## config.mk

```make
export PLATFORM = sky130hd
export DESIGN_NAME = lsu_mem_master_flat
export DESIGN_NICKNAME = d
export VERILOG_FILES = /design/src/rtl/lsu_pkg.sv /design/src/rtl/lsu_mem_master_if.sv /design/src/rtl/lsu_lane_align.sv /design/src/rtl/lsu_mem_master.sv /design/src/flat_wrapper.sv
export SDC_FILE = /design/constraint.sdc
export NUM_CORES = 1
export LEC_CHECK = 0
export ABC_AREA = 1
export CORE_MARGIN = 3
export CORE_UTILIZATION = 40
export CTS_CLUSTER_SIZE = 24
export DETAILED_ROUTE_END_ITERATION = 10
export PLACE_DENSITY = 0.7
export SLEW_MARGIN = 5
export SYNTH_ARGS = -nofsm -noshare
export SYNTH_HDL_FRONTEND = slang
export SYNTH_SLANG_ARGS = --single-unit
```

## constraint.sdc

```tcl
create_clock -name clk -period 2.61 [get_ports clk]
set_clock_uncertainty 0.2 [all_clocks]
set_input_delay 0.522 -clock clk [delete_from_list [all_inputs] [get_ports clk]]
set_output_delay 0.522 -clock clk [all_outputs]
set_load 0.01 [all_outputs]
```

## src/rtl/lsu_pkg.sv

```systemverilog
// Shared definitions for the LSU memory master: funct3 codes, FSM states and
// the request legality check.
package lsu_pkg;

  localparam logic [2:0] F3_B  = 3'd0;
  localparam logic [2:0] F3_H  = 3'd1;
  localparam logic [2:0] F3_W  = 3'd2;
  localparam logic [2:0] F3_BU = 3'd4;
  localparam logic [2:0] F3_HU = 3'd5;

  typedef enum logic [2:0] {
    IDLE   = 3'd0,
    LOAD   = 3'd1,
    RMW_RD = 3'd2,
    WRITE  = 3'd3,
    RESP   = 3'd4
  } lsu_state_t;

  // Illegal funct3 or misaligned address for the requested access size.
  function automatic logic f3_err(input logic store, input logic [2:0] f3,
                                  input logic [1:0] lo);
    logic err;
    err = 1'b0;
    case (f3)
      F3_B, F3_BU: err = 1'b0;
      F3_H, F3_HU: err = lo[0];
      F3_W:        err = (lo != 2'b00);
      default:     err = 1'b1;
    endcase
    if (store && (f3 > F3_W)) err = 1'b1;
    return err;
  endfunction

endpackage

```

## src/rtl/lsu_mem_master_if.sv

```systemverilog
// Core request/response and data-memory port bundle for lsu_mem_master.
interface lsu_mem_master_if #(
  parameter int unsigned ADDR_W = 32
) ();
  logic              req_valid;
  logic              req_ready;
  logic              req_store;
  logic [2:0]        req_funct3;
  logic [ADDR_W-1:0] req_addr;
  logic [31:0]       req_wdata;
  logic              rsp_valid;
  logic [31:0]       rsp_rdata;
  logic              rsp_err;
  logic              MemRead;
  logic              MemWrite;
  logic [ADDR_W-1:0] mem_addr;
  logic [31:0]       mem_wdata;
  logic [31:0]       mem_rdata;

  modport master (
    input  req_valid, req_store, req_funct3, req_addr, req_wdata, mem_rdata,
    output req_ready, rsp_valid, rsp_rdata, rsp_err,
           MemRead, MemWrite, mem_addr, mem_wdata
  );

  modport slave (
    output req_valid, req_store, req_funct3, req_addr, req_wdata, mem_rdata,
    input  req_ready, rsp_valid, rsp_rdata, rsp_err,
           MemRead, MemWrite, mem_addr, mem_wdata
  );
endinterface

```

## src/rtl/lsu_lane_align.sv

```systemverilog
// Combinational lane handling: load byte/half extract with sign/zero extend,
// and byte/half merge of store data into a read word.
module lsu_lane_align
  import lsu_pkg::*;
(
  input  logic [2:0]  funct3,
  input  logic [1:0]  addr_lo,
  input  logic [31:0] word,
  input  logic [31:0] wdata,
  output logic [31:0] load_data,
  output logic [31:0] store_word
);

  logic [7:0]  byte_sel;
  logic [15:0] half_sel;

  always_comb begin
    byte_sel = word[7:0];
    case (addr_lo)
      2'd0: byte_sel = word[7:0];
      2'd1: byte_sel = word[15:8];
      2'd2: byte_sel = word[23:16];
      2'd3: byte_sel = word[31:24];
      default: byte_sel = word[7:0];
    endcase
    half_sel = addr_lo[1] ? word[31:16] : word[15:0];
  end

  always_comb begin
    load_data = word;
    case (funct3)
      F3_B:    load_data = {{24{byte_sel[7]}}, byte_sel};
      F3_BU:   load_data = {24'd0, byte_sel};
      F3_H:    load_data = {{16{half_sel[15]}}, half_sel};
      F3_HU:   load_data = {16'd0, half_sel};
      default: load_data = word;
    endcase
  end

  always_comb begin
    store_word = word;
    case (funct3)
      F3_B:    store_word[{addr_lo, 3'b000} +: 8] = wdata[7:0];
      F3_H: begin
        if (addr_lo[1]) store_word[31:16] = wdata[15:0];
        else            store_word[15:0]  = wdata[15:0];
      end
      default: store_word = wdata;
    endcase
  end

endmodule

```

## src/rtl/lsu_mem_master.sv

```systemverilog
// Load/store initiator driving a word-wide data memory; sub-word stores are
// read-modify-write. Optional LSU_RANGE_CHECK_EN flags addresses >= MEM_BYTES.
module lsu_mem_master
  import lsu_pkg::*;
#(
  parameter int unsigned MEM_BYTES = 128,
  parameter int unsigned ADDR_W    = 32
) (
  input  logic             clk,
  input  logic             rst,
  lsu_mem_master_if.master bus
);

  if ((MEM_BYTES & (MEM_BYTES - 1)) != 0) begin : g_mem_bytes_check
    $error("MEM_BYTES must be a power of two");
  end

  lsu_state_t        state;
  logic              req_ready_q;
  logic              rsp_valid_q;
  logic              rsp_err_q;
  logic [31:0]       rsp_rdata_q;
  logic              mem_read_q;
  logic              mem_write_q;
  logic [ADDR_W-1:0] mem_addr_q;
  logic [31:0]       mem_wdata_q;
  logic [2:0]        f3_q;
  logic [1:0]        lo_q;
  logic [31:0]       wdata_q;

  logic              req_err;
  logic [31:0]       load_data;
  logic [31:0]       store_word;

  always_comb begin
    req_err = f3_err(bus.req_store, bus.req_funct3, bus.req_addr[1:0]);
`ifdef LSU_RANGE_CHECK_EN
    if (bus.req_addr >= ADDR_W'(MEM_BYTES)) req_err = 1'b1;
`endif
  end

  lsu_lane_align u_align (
    .funct3     (f3_q),
    .addr_lo    (lo_q),
    .word       (bus.mem_rdata),
    .wdata      (wdata_q),
    .load_data  (load_data),
    .store_word (store_word)
  );

  // Memory strobes are flops set on state entry, so they never glitch.
  always_ff @(posedge clk) begin
    if (rst) begin
      state       <= IDLE;
      req_ready_q <= 1'b1;
      rsp_valid_q <= 1'b0;
      rsp_err_q   <= 1'b0;
      rsp_rdata_q <= '0;
      mem_read_q  <= 1'b0;
      mem_write_q <= 1'b0;
      mem_addr_q  <= '0;
      mem_wdata_q <= '0;
      f3_q        <= '0;
      lo_q        <= '0;
      wdata_q     <= '0;
    end else begin
      case (state)
        IDLE: begin
          if (bus.req_valid && req_ready_q) begin
            f3_q        <= bus.req_funct3;
            lo_q        <= bus.req_addr[1:0];
            wdata_q     <= bus.req_wdata;
            mem_addr_q  <= {bus.req_addr[ADDR_W-1:2], 2'b00};
            req_ready_q <= 1'b0;
            if (req_err) begin
              state       <= RESP;
              rsp_valid_q <= 1'b1;
              rsp_err_q   <= 1'b1;
              rsp_rdata_q <= '0;
            end else if (!bus.req_store) begin
              state      <= LOAD;
              mem_read_q <= 1'b1;
            end else if (bus.req_funct3 == F3_W) begin
              state       <= WRITE;
              mem_write_q <= 1'b1;
              mem_wdata_q <= bus.req_wdata;
            end else begin
              state      <= RMW_RD;
              mem_read_q <= 1'b1;
            end
          end
        end
        LOAD: begin
          state       <= RESP;
          mem_read_q  <= 1'b0;
          rsp_valid_q <= 1'b1;
          rsp_err_q   <= 1'b0;
          rsp_rdata_q <= load_data;
        end
        RMW_RD: begin
          state       <= WRITE;
          mem_read_q  <= 1'b0;
          mem_write_q <= 1'b1;
          mem_wdata_q <= store_word;
        end
        WRITE: begin
          state       <= RESP;
          mem_write_q <= 1'b0;
          rsp_valid_q <= 1'b1;
          rsp_err_q   <= 1'b0;
          rsp_rdata_q <= '0;
        end
        RESP: begin
          state       <= IDLE;
          rsp_valid_q <= 1'b0;
          req_ready_q <= 1'b1;
        end
        default: begin
          state       <= IDLE;
          req_ready_q <= 1'b1;
          rsp_valid_q <= 1'b0;
          mem_read_q  <= 1'b0;
          mem_write_q <= 1'b0;
        end
      endcase
    end
  end

  assign bus.req_ready = req_ready_q;
  assign bus.rsp_valid = rsp_valid_q;
  assign bus.rsp_err   = rsp_err_q;
  assign bus.rsp_rdata = rsp_rdata_q;
  assign bus.MemRead   = mem_read_q;
  assign bus.MemWrite  = mem_write_q;
  assign bus.mem_addr  = mem_addr_q;
  assign bus.mem_wdata = mem_wdata_q;

endmodule

```

## src/flat_wrapper.sv

```systemverilog
// flat-port wrapper written by rule: the top's interface ports become plain ports
module lsu_mem_master_flat import lsu_pkg::*;
#(
  parameter int unsigned MEM_BYTES = 128,
  parameter int unsigned ADDR_W    = 32
)
  (clk, rst, bus_req_valid, bus_req_store, bus_req_funct3, bus_req_addr, bus_req_wdata, bus_mem_rdata, bus_req_ready, bus_rsp_valid, bus_rsp_rdata, bus_rsp_err, bus_MemRead, bus_MemWrite, bus_mem_addr, bus_mem_wdata);
  lsu_mem_master_if #(.ADDR_W(ADDR_W)) bus_i ();
  input  logic clk;
  input  logic rst;
  input wire logic [$bits(bus_i.req_valid)-1:0] bus_req_valid;
  input wire logic [$bits(bus_i.req_store)-1:0] bus_req_store;
  input wire logic [$bits(bus_i.req_funct3)-1:0] bus_req_funct3;
  input wire logic [$bits(bus_i.req_addr)-1:0] bus_req_addr;
  input wire logic [$bits(bus_i.req_wdata)-1:0] bus_req_wdata;
  input wire logic [$bits(bus_i.mem_rdata)-1:0] bus_mem_rdata;
  output wire logic [$bits(bus_i.req_ready)-1:0] bus_req_ready;
  output wire logic [$bits(bus_i.rsp_valid)-1:0] bus_rsp_valid;
  output wire logic [$bits(bus_i.rsp_rdata)-1:0] bus_rsp_rdata;
  output wire logic [$bits(bus_i.rsp_err)-1:0] bus_rsp_err;
  output wire logic [$bits(bus_i.MemRead)-1:0] bus_MemRead;
  output wire logic [$bits(bus_i.MemWrite)-1:0] bus_MemWrite;
  output wire logic [$bits(bus_i.mem_addr)-1:0] bus_mem_addr;
  output wire logic [$bits(bus_i.mem_wdata)-1:0] bus_mem_wdata;
  assign bus_i.req_valid = bus_req_valid;
  assign bus_i.req_store = bus_req_store;
  assign bus_i.req_funct3 = bus_req_funct3;
  assign bus_i.req_addr = bus_req_addr;
  assign bus_i.req_wdata = bus_req_wdata;
  assign bus_i.mem_rdata = bus_mem_rdata;
  assign bus_req_ready = bus_i.req_ready;
  assign bus_rsp_valid = bus_i.rsp_valid;
  assign bus_rsp_rdata = bus_i.rsp_rdata;
  assign bus_rsp_err = bus_i.rsp_err;
  assign bus_MemRead = bus_i.MemRead;
  assign bus_MemWrite = bus_i.MemWrite;
  assign bus_mem_addr = bus_i.mem_addr;
  assign bus_mem_wdata = bus_i.mem_wdata;
  lsu_mem_master #(.MEM_BYTES(MEM_BYTES), .ADDR_W(ADDR_W)) u_core (.clk(clk), .rst(rst), .bus(bus_i));
endmodule
```

=== Word level (Yosys, flattened, before mapping) ===
Cells that the tools add are included.

* Logic and storage cells: 102
* Bits in registers: 139
* Output and inout port bits: 101
* Input bits: 103

* Equal/unequal tests: 20
* Bitwise operators: 4
* Order comparisons: 1
* Reductions and logical operators: 24
* Shifts and indexed selects: 2
* $add $sub $neg: 1
* Multiplexer cells: 38

{| class="wikitable"
|+ Operators by type and width
! operator !! number
|-
| $mux 32 || 6
|-
| $pmux 32 s2 || 2
|-
| $pmux 32 s4 || 1
|-
| $pmux 32 s3 || 1
|-
| $mux 16 || 3
|-
| $bwmux 32 || 1
|-
| $pmux 8 s4 || 1
|-
| $shift 8x7->32 const A || 1
|-
| $shiftx 8x7->32 || 1
|-
| $eq 3x3->1 const B || 5
|-
| $mux 1 || 13
|-
| $reduce_and 5->1 || 2
|-
| $reduce_or 2->1 || 5
|-
| $eq 3x1->1 const B || 3
|-
| $eq 3x2->1 const B || 3
|-
| $logic_not 3->1 || 3
|-
| $mux 3 || 3
|-
| $pmux 1 s3 || 3
|-
| $pmux 3 s3 || 1
|-
| $reduce_and 3->1 || 3
|-
| $neg 5->7 || 1
|-
| $ne 2x1->1 const B || 3
|-
| $pmux 1 s2 || 3
|-
| $reduce_bool 2->1 || 3
|-
| other kinds (12) || 19
|}

=== Depth between registers and ports, before layout ===
Gate-level depths: netlist of the first run.

* Word-level depth: 7
* Depth in mapped cells: 13
* Depth with buffers taken out: 11

=== Modules after synthesis ===
A second synthesis of the first run with hierarchy kept.

* Cells, all modules: 1399
* Area, all modules: 8326.7 sq um

{| class="wikitable"
|+ Modules (own cells, without submodules)
! module !! area each (sq um) !! sequential area each (sq um) !! instances !! cells an instance
|-
| lsu_mem_master || 5850.6 || 2782.7 || 1 || 830
|-
| lsu_lane_align || 2476.1 || 0.0 || 1 || 569
|}

=== Least setup slack after synthesis of the first run ===
Ideal clock, no wire load.

* Kind: reg-to-reg
* From: reg u_core.lo_q[0]
* To: reg u_core.rsp_rdata_q[5] (netlist: u_core.bus.rsp_rdata[5])
* Setup slack: 366 ps
* Data required time: 2278 ps
* Data arrival time: 1912 ps
* Period minus slack after synthesis: 2244 ps
* Stages on the path, launching flop included: 12
* Path through: dfxtp_1 -> clkbuf_1 -> inv_2 -> ha_1 -> buf_2 -> inv_1 -> clkbuf_1 -> o21ai_0 -> o21ai_0 -> nand2_1 -> nand2_1 -> a21oi_1

* Cells in the longest elaborated chain, start to end: 4

{| class="wikitable"
|+ Ends and longest elaborated chain
! what !! line !! source
|-
| from (decl) || lsu_mem_master.sv:28 || <nowiki>logic [1:0] lo_q;</nowiki>
|-
| from (signal assigned) || lsu_mem_master.sv:71 || <nowiki>lo_q <= bus.req_addr[1:0];</nowiki>
|-
| $eq 2x2->1 (tied with other cells) || lsu_lane_align.sv:19 || <nowiki>case (addr_lo)</nowiki>
|-
| $pmux 8 s4 (*) || lsu_lane_align.sv:19 ||
|-
| $pmux 32 s4 (*) || lsu_lane_align.sv:31 || <nowiki>case (funct3)</nowiki>
|-
| $pmux 32 s3 (*) || lsu_mem_master.sv:67 || <nowiki>case (state)</nowiki>
|-
| to (signal assigned) || lsu_mem_master.sv:98 || <nowiki>rsp_rdata_q <= load_data;</nowiki>
|-
| to (decl) || lsu_mem_master.sv:22 || <nowiki>logic [31:0] rsp_rdata_q;</nowiki>
|}

Every way passes the cells marked *; elsewhere a longest branch is shown, timed or not.
A chain may end at the register's enable or synchronous reset.

=== Worst setup path in the final report of the first run ===
* From: reg u_core.lo_q[1]
* To: reg u_core.rsp_rdata_q[19] (netlist: u_core.bus.rsp_rdata[19])

* Cells in the longest elaborated chain, start to end: 4

{| class="wikitable"
|+ Ends and longest elaborated chain
! what !! line
|-
| $eq 2x2->1 (tied with other cells) || lsu_lane_align.sv:19
|-
| $pmux 8 s4 || lsu_lane_align.sv:19
|-
| $pmux 32 s4 (*) || lsu_lane_align.sv:31
|-
| $pmux 32 s3 (*) || lsu_mem_master.sv:67
|}

Marked as above.

==> results of run 1 <==
[cell type report]
class | count | share of cell area, %
clock inverter | 13 | 1.56
tap | 260 | 3.05
clock buffer | 19 | 4.15
multi-input combinational | 953 | 39.7
inverter | 119 | 4.18
timing repair buffer | 226 | 21.3
sequential | 139 | 26.1
[registers in the layout, summed over array words and instances, names as in the netlist, 2 cells and up]
signal,cells
u_core.bus.rsp_rdata,32
u_core.lo_q,2
u_core.bus.mem_addr,30
u_core.state,3
u_core.f3_q,3
u_core.bus.mem_wdata,32
u_core.wdata_q,32
[through the flow]
step	setup WS (ps)	hold slack, ps	instances	instance area (um^2)	power (mW)
global route	118	246	1729	10700	7.67
global placement	215	242	1697	10100	4.74
CTS	184	233	1729	10700	7.29
detailed placement	84.6	241	1697	10100	4.76
finish	283	249	1729	10700	7.29
floorplan	366	225	1294	7840	3.88
[Yosys cell counts (4+ instances only)]
master / count
or2_2: 5
nand3_1: 96
dfxtp_1: 139
buf_2: 24
buf_4: 4
o21ai_0: 98
inv_1: 112
a21oi_1: 193
nand2_2: 12
ha_1: 5
clkbuf_1: 49
inv_2: 7
nand2_1: 355
nor2_1: 167
[cells by family (layout without fill, tap and decap cells)]
family,count (synthesis),after routing,synth area share (%)
AOI/OAI and AO/OA,297,297,19.1
adders and majority gates,5,5,0.798
buffers and inverters,202,377,10.5
DFF,139,139,35.5
other,1,2,0.0479
and+or+nand+nor,649,649,34.0
[worst max-delay path by stage]
| stage | cells after the start | end | start |
|---|---|---|---|
| 3_3_place_gp | 6 | u_core.bus.mem_wdata[22]$_SDFFE_PP0P_ | bus_req_funct3[1] |
| 6_report | 8 | u_core.bus.rsp_rdata[19]$_SDFFE_PP0P_ | u_core.lo_q[1]$_SDFFE_PP0P_ |
| 4_1_cts | 6 | u_core.bus.rsp_rdata[19]$_SDFFE_PP0P_ | u_core.f3_q[0]$_SDFFE_PP0P_ |
| 3_5_place_dp | 6 | u_core.bus.mem_wdata[19]$_SDFFE_PP0P_ | bus_req_funct3[1] |
| 5_1_grt | 11 | u_core.bus.mem_wdata[17]$_SDFFE_PP0P_ | u_core.lo_q[0]$_SDFFE_PP0P_ |
| 2_1_floorplan | 11 | u_core.bus.rsp_rdata[5]$_SDFFE_PP0P_ | u_core.lo_q[0]$_SDFFE_PP0P_ |
[per-layer routing]
| layer | vias to the layer above | wire [um] | track usage [%] |
|---|---|---|---|
| li1 | 4440 | - | - |
| met1 | 4010 | 12100 | 33.4 |
| met2 | 375 | 12700 | 40.4 |
| met3 | 38 | 2720 | 8.78 |
| met4 | 0 | 439 | 6.17 |
| met5 | - | 0 | 0 |
[power groups by stage]
stage          Sequential (mW)  Clock [mW]  Combinational (mW)
2_1_floorplan             2.53           0                1.35
3_3_place_gp              2.50           0                2.24
3_5_place_dp              2.51           0                2.26
4_1_cts                   2.46        2.55                2.27
5_1_grt                   2.49        2.66                2.53
6_report                  2.46        2.53                2.29
==> impl_metrics.tcl, run 1 <==
set metrics [dict create \
    reg2reg_depth 8 \
    clk_path_buf_depth 2 \
    switching_share_pct 34.8 \
    p_switching_mw 2.53 \
    drv_cap 0 \
    dieArea_mm2 0.0213 \
    antennaDiodeCount 0 \
    synthArstFlopShare_pct 0 \
    fin_crit_sh_pct 89.2 \
    hold_viol_final 0 \
    wl_um 27900 \
    cts_resized 0 \
    portBuffers 201 \
    outcome "finished, final reports clean" \
    crit_fanout 16 \
    fin_tns_setup_ps 0 \
    synth_top_area_cell "dfxtp_1" \
    hold_buffers 0 \
    first_pass_iters 5 \
    max_freq_mhz 430 \
    netlist_top_cells_area "dfxtp_1, nand2_1, a21oi_1" \
    hold_path_class "primary input to flop" \
    ir_drop_v 0.000518 \
    avgRoutedWirePerCell_um 16.1 \
    viasPerCell 5.13 \
    grt_pass1_vias 8148 \
    slew_violations 0 \
    synth-edff-count 0 \
    final_core_util_pct 56.3 \
    cts_post_setup_buffers_inserted 0 \
    power_frac_seq_pct 33.8 \
    initial_core_util_pct 41.3 \
    die_w_um 146 \
    gp_congestion 0.981 \
    max_slew.worst_pin.slew_ps 947 \
    rsz0062_at_grt "false" \
    crit_required_ps 2760 \
    rows 50 \
    clock_sinks 139 \
    layout.nets 1564 \
    core_mm2 0.0190 \
    seq_area_mm2 0.00278 \
    io_pins 204 \
    comb_power_share_pct 31.4 \
    hold_end "u_core.state[2]$_SDFFE_PP0P_" \
    synthCells 1293 \
    cp_top_family "simple AND/OR/NAND/NOR gates" \
    rr_startpoint "u_core.lo_q[1]$_SDFFE_PP0P_" \
    dominantRegCellSynth "dfxtp_1" \
    endpoint_kind "flop" \
    overflow 0 \
    finalCriticalPeriod_ps 2330 \
    clk_pin_slew_ps 60 \
    worstHoldStart "rst" \
    slowest_stage "ha_1" \
    crit_arrival_ps 2480 \
    mostFrequentLayoutCell "nand2_1" \
    slowest_delay_ps 460 \
    antenna_found_initial 0 \
    path_class "flop to flop" \
    htreeDepth 4 \
    synth-seq-cells 139 \
    start_kind "flop" \
    drive_gt1_share_pct 6.33 \
    reg2reg_slack_ps 280 \
    die_h_um 146 \
    cell_internal_pwr_mw 4.75 \
    vias 8863 \
    yosysTopAreaCellShare_pct 35.5 \
    path_cells "inv_1 -> ha_1 -> nand2_1 -> nand4_1 -> nand3_2 -> nand3_2 -> nand2_1 -> a21oi_1" \
    leakage_nw 4.44 \
    synth.yosys.warnings 0 \
    timing.rr.end "u_core.bus.rsp_rdata[19]$_SDFFE_PP0P_" \
    finalSetupViolCount 0 \
    powerDensity_mw_per_mm2 683 \
    multi_input_area_mm2 0.00424 \
    drt_iter0_drc 839 \
    cp.buffers_inverters 1 \
    final_cell_mix "nand2_1, clkdlybuf4s50_1, a21oi_1, nor2_1, dfxtp_1" \
    cts_buffers 17 \
    tritoncts "built" \
    ant_nets 0 \
    drcViolationCount 0 \
    track_usage_pct 25.5 \
    synth_cell_types 29 \
    grt_pass1_wl_um 43800 \
    synthesis.area_mm2 0.00784 \
    grt_max_degree 67 \
    clockPowerShare_pct 34.8 \
    clock_latency_ps 430 \
    area_growth_pct 36.2 \
    ys_seq_area_share_pct 35.5 \
    synth.avg_cell_area_um2 6.06 \
    fillCellCount 1854 \
    maxSlewHeadroom_pct 36.8 \
    min_path_cells 2 \
    cts_root_buf "clkbuf_16" \
    dp_hpwl_um 20100 \
]
No activity file was read; power rests on OpenSTA's default activity.
==> run 2, diff against run 1 <==
Settings changed: REMOVE_ABC_BUFFERS set to 1.
==> impl_metrics.tcl, run 2 (synthesized netlist as in run 1, its figures left out) <==
set metrics [dict create \
    finalSetupViolCount 0 \
    max_freq_mhz 421 \
    reg2reg_depth 7 \
    gp_congestion 0.975 \
    rr_startpoint "u_core.f3_q[1]$_SDFFE_PP0P_" \
    antenna_found_initial 0 \
    maxSlewHeadroom_pct 46.3 \
    min_path_cells 2 \
    viasPerCell 5.07 \
    max_slew.worst_pin.slew_ps 805 \
    crit_arrival_ps 2530 \
    area_growth_pct 36.7 \
    endpoint_kind "flop" \
    antennaDiodeCount 0 \
    hold_path_class "flop to flop" \
    hold_buffers 0 \
    switching_share_pct 34.7 \
    track_usage_pct 24.2 \
    reg2reg_slack_ps 230 \
    initial_core_util_pct 41.3 \
    dp_hpwl_um 19000 \
    drv_cap 0 \
    ir_drop_v 0.000564 \
    clockPowerShare_pct 35.1 \
    dieArea_mm2 0.0213 \
    slew_violations 0 \
    layout.nets 1571 \
    crit_fanout 18 \
    total_power_mw 7.27 \
    htreeDepth 4 \
    start_kind "flop" \
    cts_post_setup_buffers_inserted 0 \
    avgRoutedWirePerCell_um 15.2 \
    cell_internal_pwr_mw 4.75 \
    mostFrequentLayoutCell "nand2_1" \
    powerDensity_mw_per_mm2 679 \
    clk_pin_slew_ps 60 \
    p_switching_mw 2.52 \
    worstHoldStart "u_core.wdata_q[22]$_SDFFE_PP0P_" \
    drive_gt1_share_pct 6.78 \
    portBuffers 201 \
    crit_required_ps 2770 \
    clk_path_buf_depth 2 \
    io_pins 204 \
    outcome "finished, final reports clean" \
    die_w_um 146 \
    clock_sinks 139 \
    tritoncts "built" \
    layoutNonFillerInstCount 1735 \
    fin_crit_sh_pct 91.1 \
    clock_latency_ps 430 \
    timing.rr.end "u_core.bus.rsp_rdata[24]$_SDFFE_PP0P_" \
    core_mm2 0.0190 \
    ant_nets 0 \
    final_core_util_pct 56.5 \
    placed_cells 1704 \
    grt_max_degree 59 \
    vias 8791 \
    drcViolationCount 0 \
    rsz0062_at_grt "false" \
    hold_viol_final 0 \
    power_frac_seq_pct 33.9 \
    hold_end "u_core.wdata_q[22]$_SDFFE_PP0P_" \
    cts_root_buf "clkbuf_16" \
    cts_buffers 17 \
    leakage_nw 4.48 \
    cts_resized 0 \
    grt_pass1_wl_um 42700 \
    wl_um 26300 \
    die_h_um 146 \
    fin_tns_setup_ps 0 \
    overflow 0 \
    drt_iter0_drc 675 \
    path_class "flop to flop" \
    grt_pass1_vias 8092 \
    comb_power_share_pct 31.0 \
    first_pass_iters 7 \
    finalCriticalPeriod_ps 2380 \
    rows 50 \
    final_cell_mix "nand2_1, clkdlybuf4s50_1, a21oi_1, nor2_1, dfxtp_1" \
]
==> run 2: changes by cell type in the layout (fill, tap and decap cells not counted), sizes merged <==
cell	delta
buf	+7
clkbuf	-2
clkinv	-1
clkinvlp	-1
inv	+3
==> run 2: layout make-up <==
class	instances	area, um^2
clock buffers	17	425
clock inverters	14	189
repair buffers	233	2310
flip-flops and latches	139	2780
well taps	260	325
multi-input cells	953	4230
inverters	119	447
fillers	1895	8240
==> run 2: worst max path at each step <==
stage	startpoint	endpoint	slack, ps	cells after the start
global route	u_core.f3_q[1]$_SDFFE_PP0P_	u_core.bus.rsp_rdata[16]$_SDFFE_PP0P_	70	7
floorplan	u_core.state[0]$_SDFFE_PP0P_	u_core.f3_q[0]$_SDFFE_PP0P_	-490	6
detailed placement	bus_req_funct3[0]	u_core.bus.mem_wdata[18]$_SDFFE_PP0P_	110	8
finish	u_core.f3_q[1]$_SDFFE_PP0P_	u_core.bus.rsp_rdata[24]$_SDFFE_PP0P_	230	7
CTS	u_core.f3_q[1]$_SDFFE_PP0P_	u_core.bus.rsp_rdata[20]$_SDFFE_PP0P_	250	7
global placement	bus_req_funct3[0]	u_core.bus.mem_wdata[19]$_SDFFE_PP0P_	200	7
==> run 2: worst max-delay path, cell delays in order, from the launching register on <==
cell	delay (ps)
dfxtp_1	430
inv_1	120
nand2_1	170
nor2_2	660
nand2_1	150
nand3_2	290
nand2_1	140
a21oi_1	140
==> run 2: metal layers <==
layer | track usage, % | vias to the layer above | share of wire (%)
met2 | 36.9 | 357 | 43
met4 | 7.03 | 0 | 2.0
met3 | 8.88 | 48 | 10
met1 | 32.3 | 3929 | 45
li1 | - | 4457 | -
met5 | 0 | - | 0
==> run 2: stage by stage <==
| stage | setup WS (ps) | cell area [um^2] | hold WS (ps) |
|---|---|---|---|
| 4_1_cts | 253 | 10700 | 253 |
| 5_1_grt | 71.4 | 10700 | 277 |
| 2_1_floorplan | -487 | 7460 | 227 |
| 3_5_place_dp | 112 | 10100 | 242 |
| 3_3_place_gp | 202 | 10100 | 238 |
| 6_report | 233 | 10700 | 252 |
==> run 2: power groups by stage <==
stage | logic (mW) | clock network [mW] | registers [mW]
finish | 2.26 | 2.55 | 2.46
global route | 2.52 | 2.68 | 2.49
CTS | 2.25 | 2.60 | 2.46
detailed placement | 2.24 | 0 | 2.51
global placement | 2.21 | 0 | 2.50
floorplan | 1.17 | 0 | 2.58
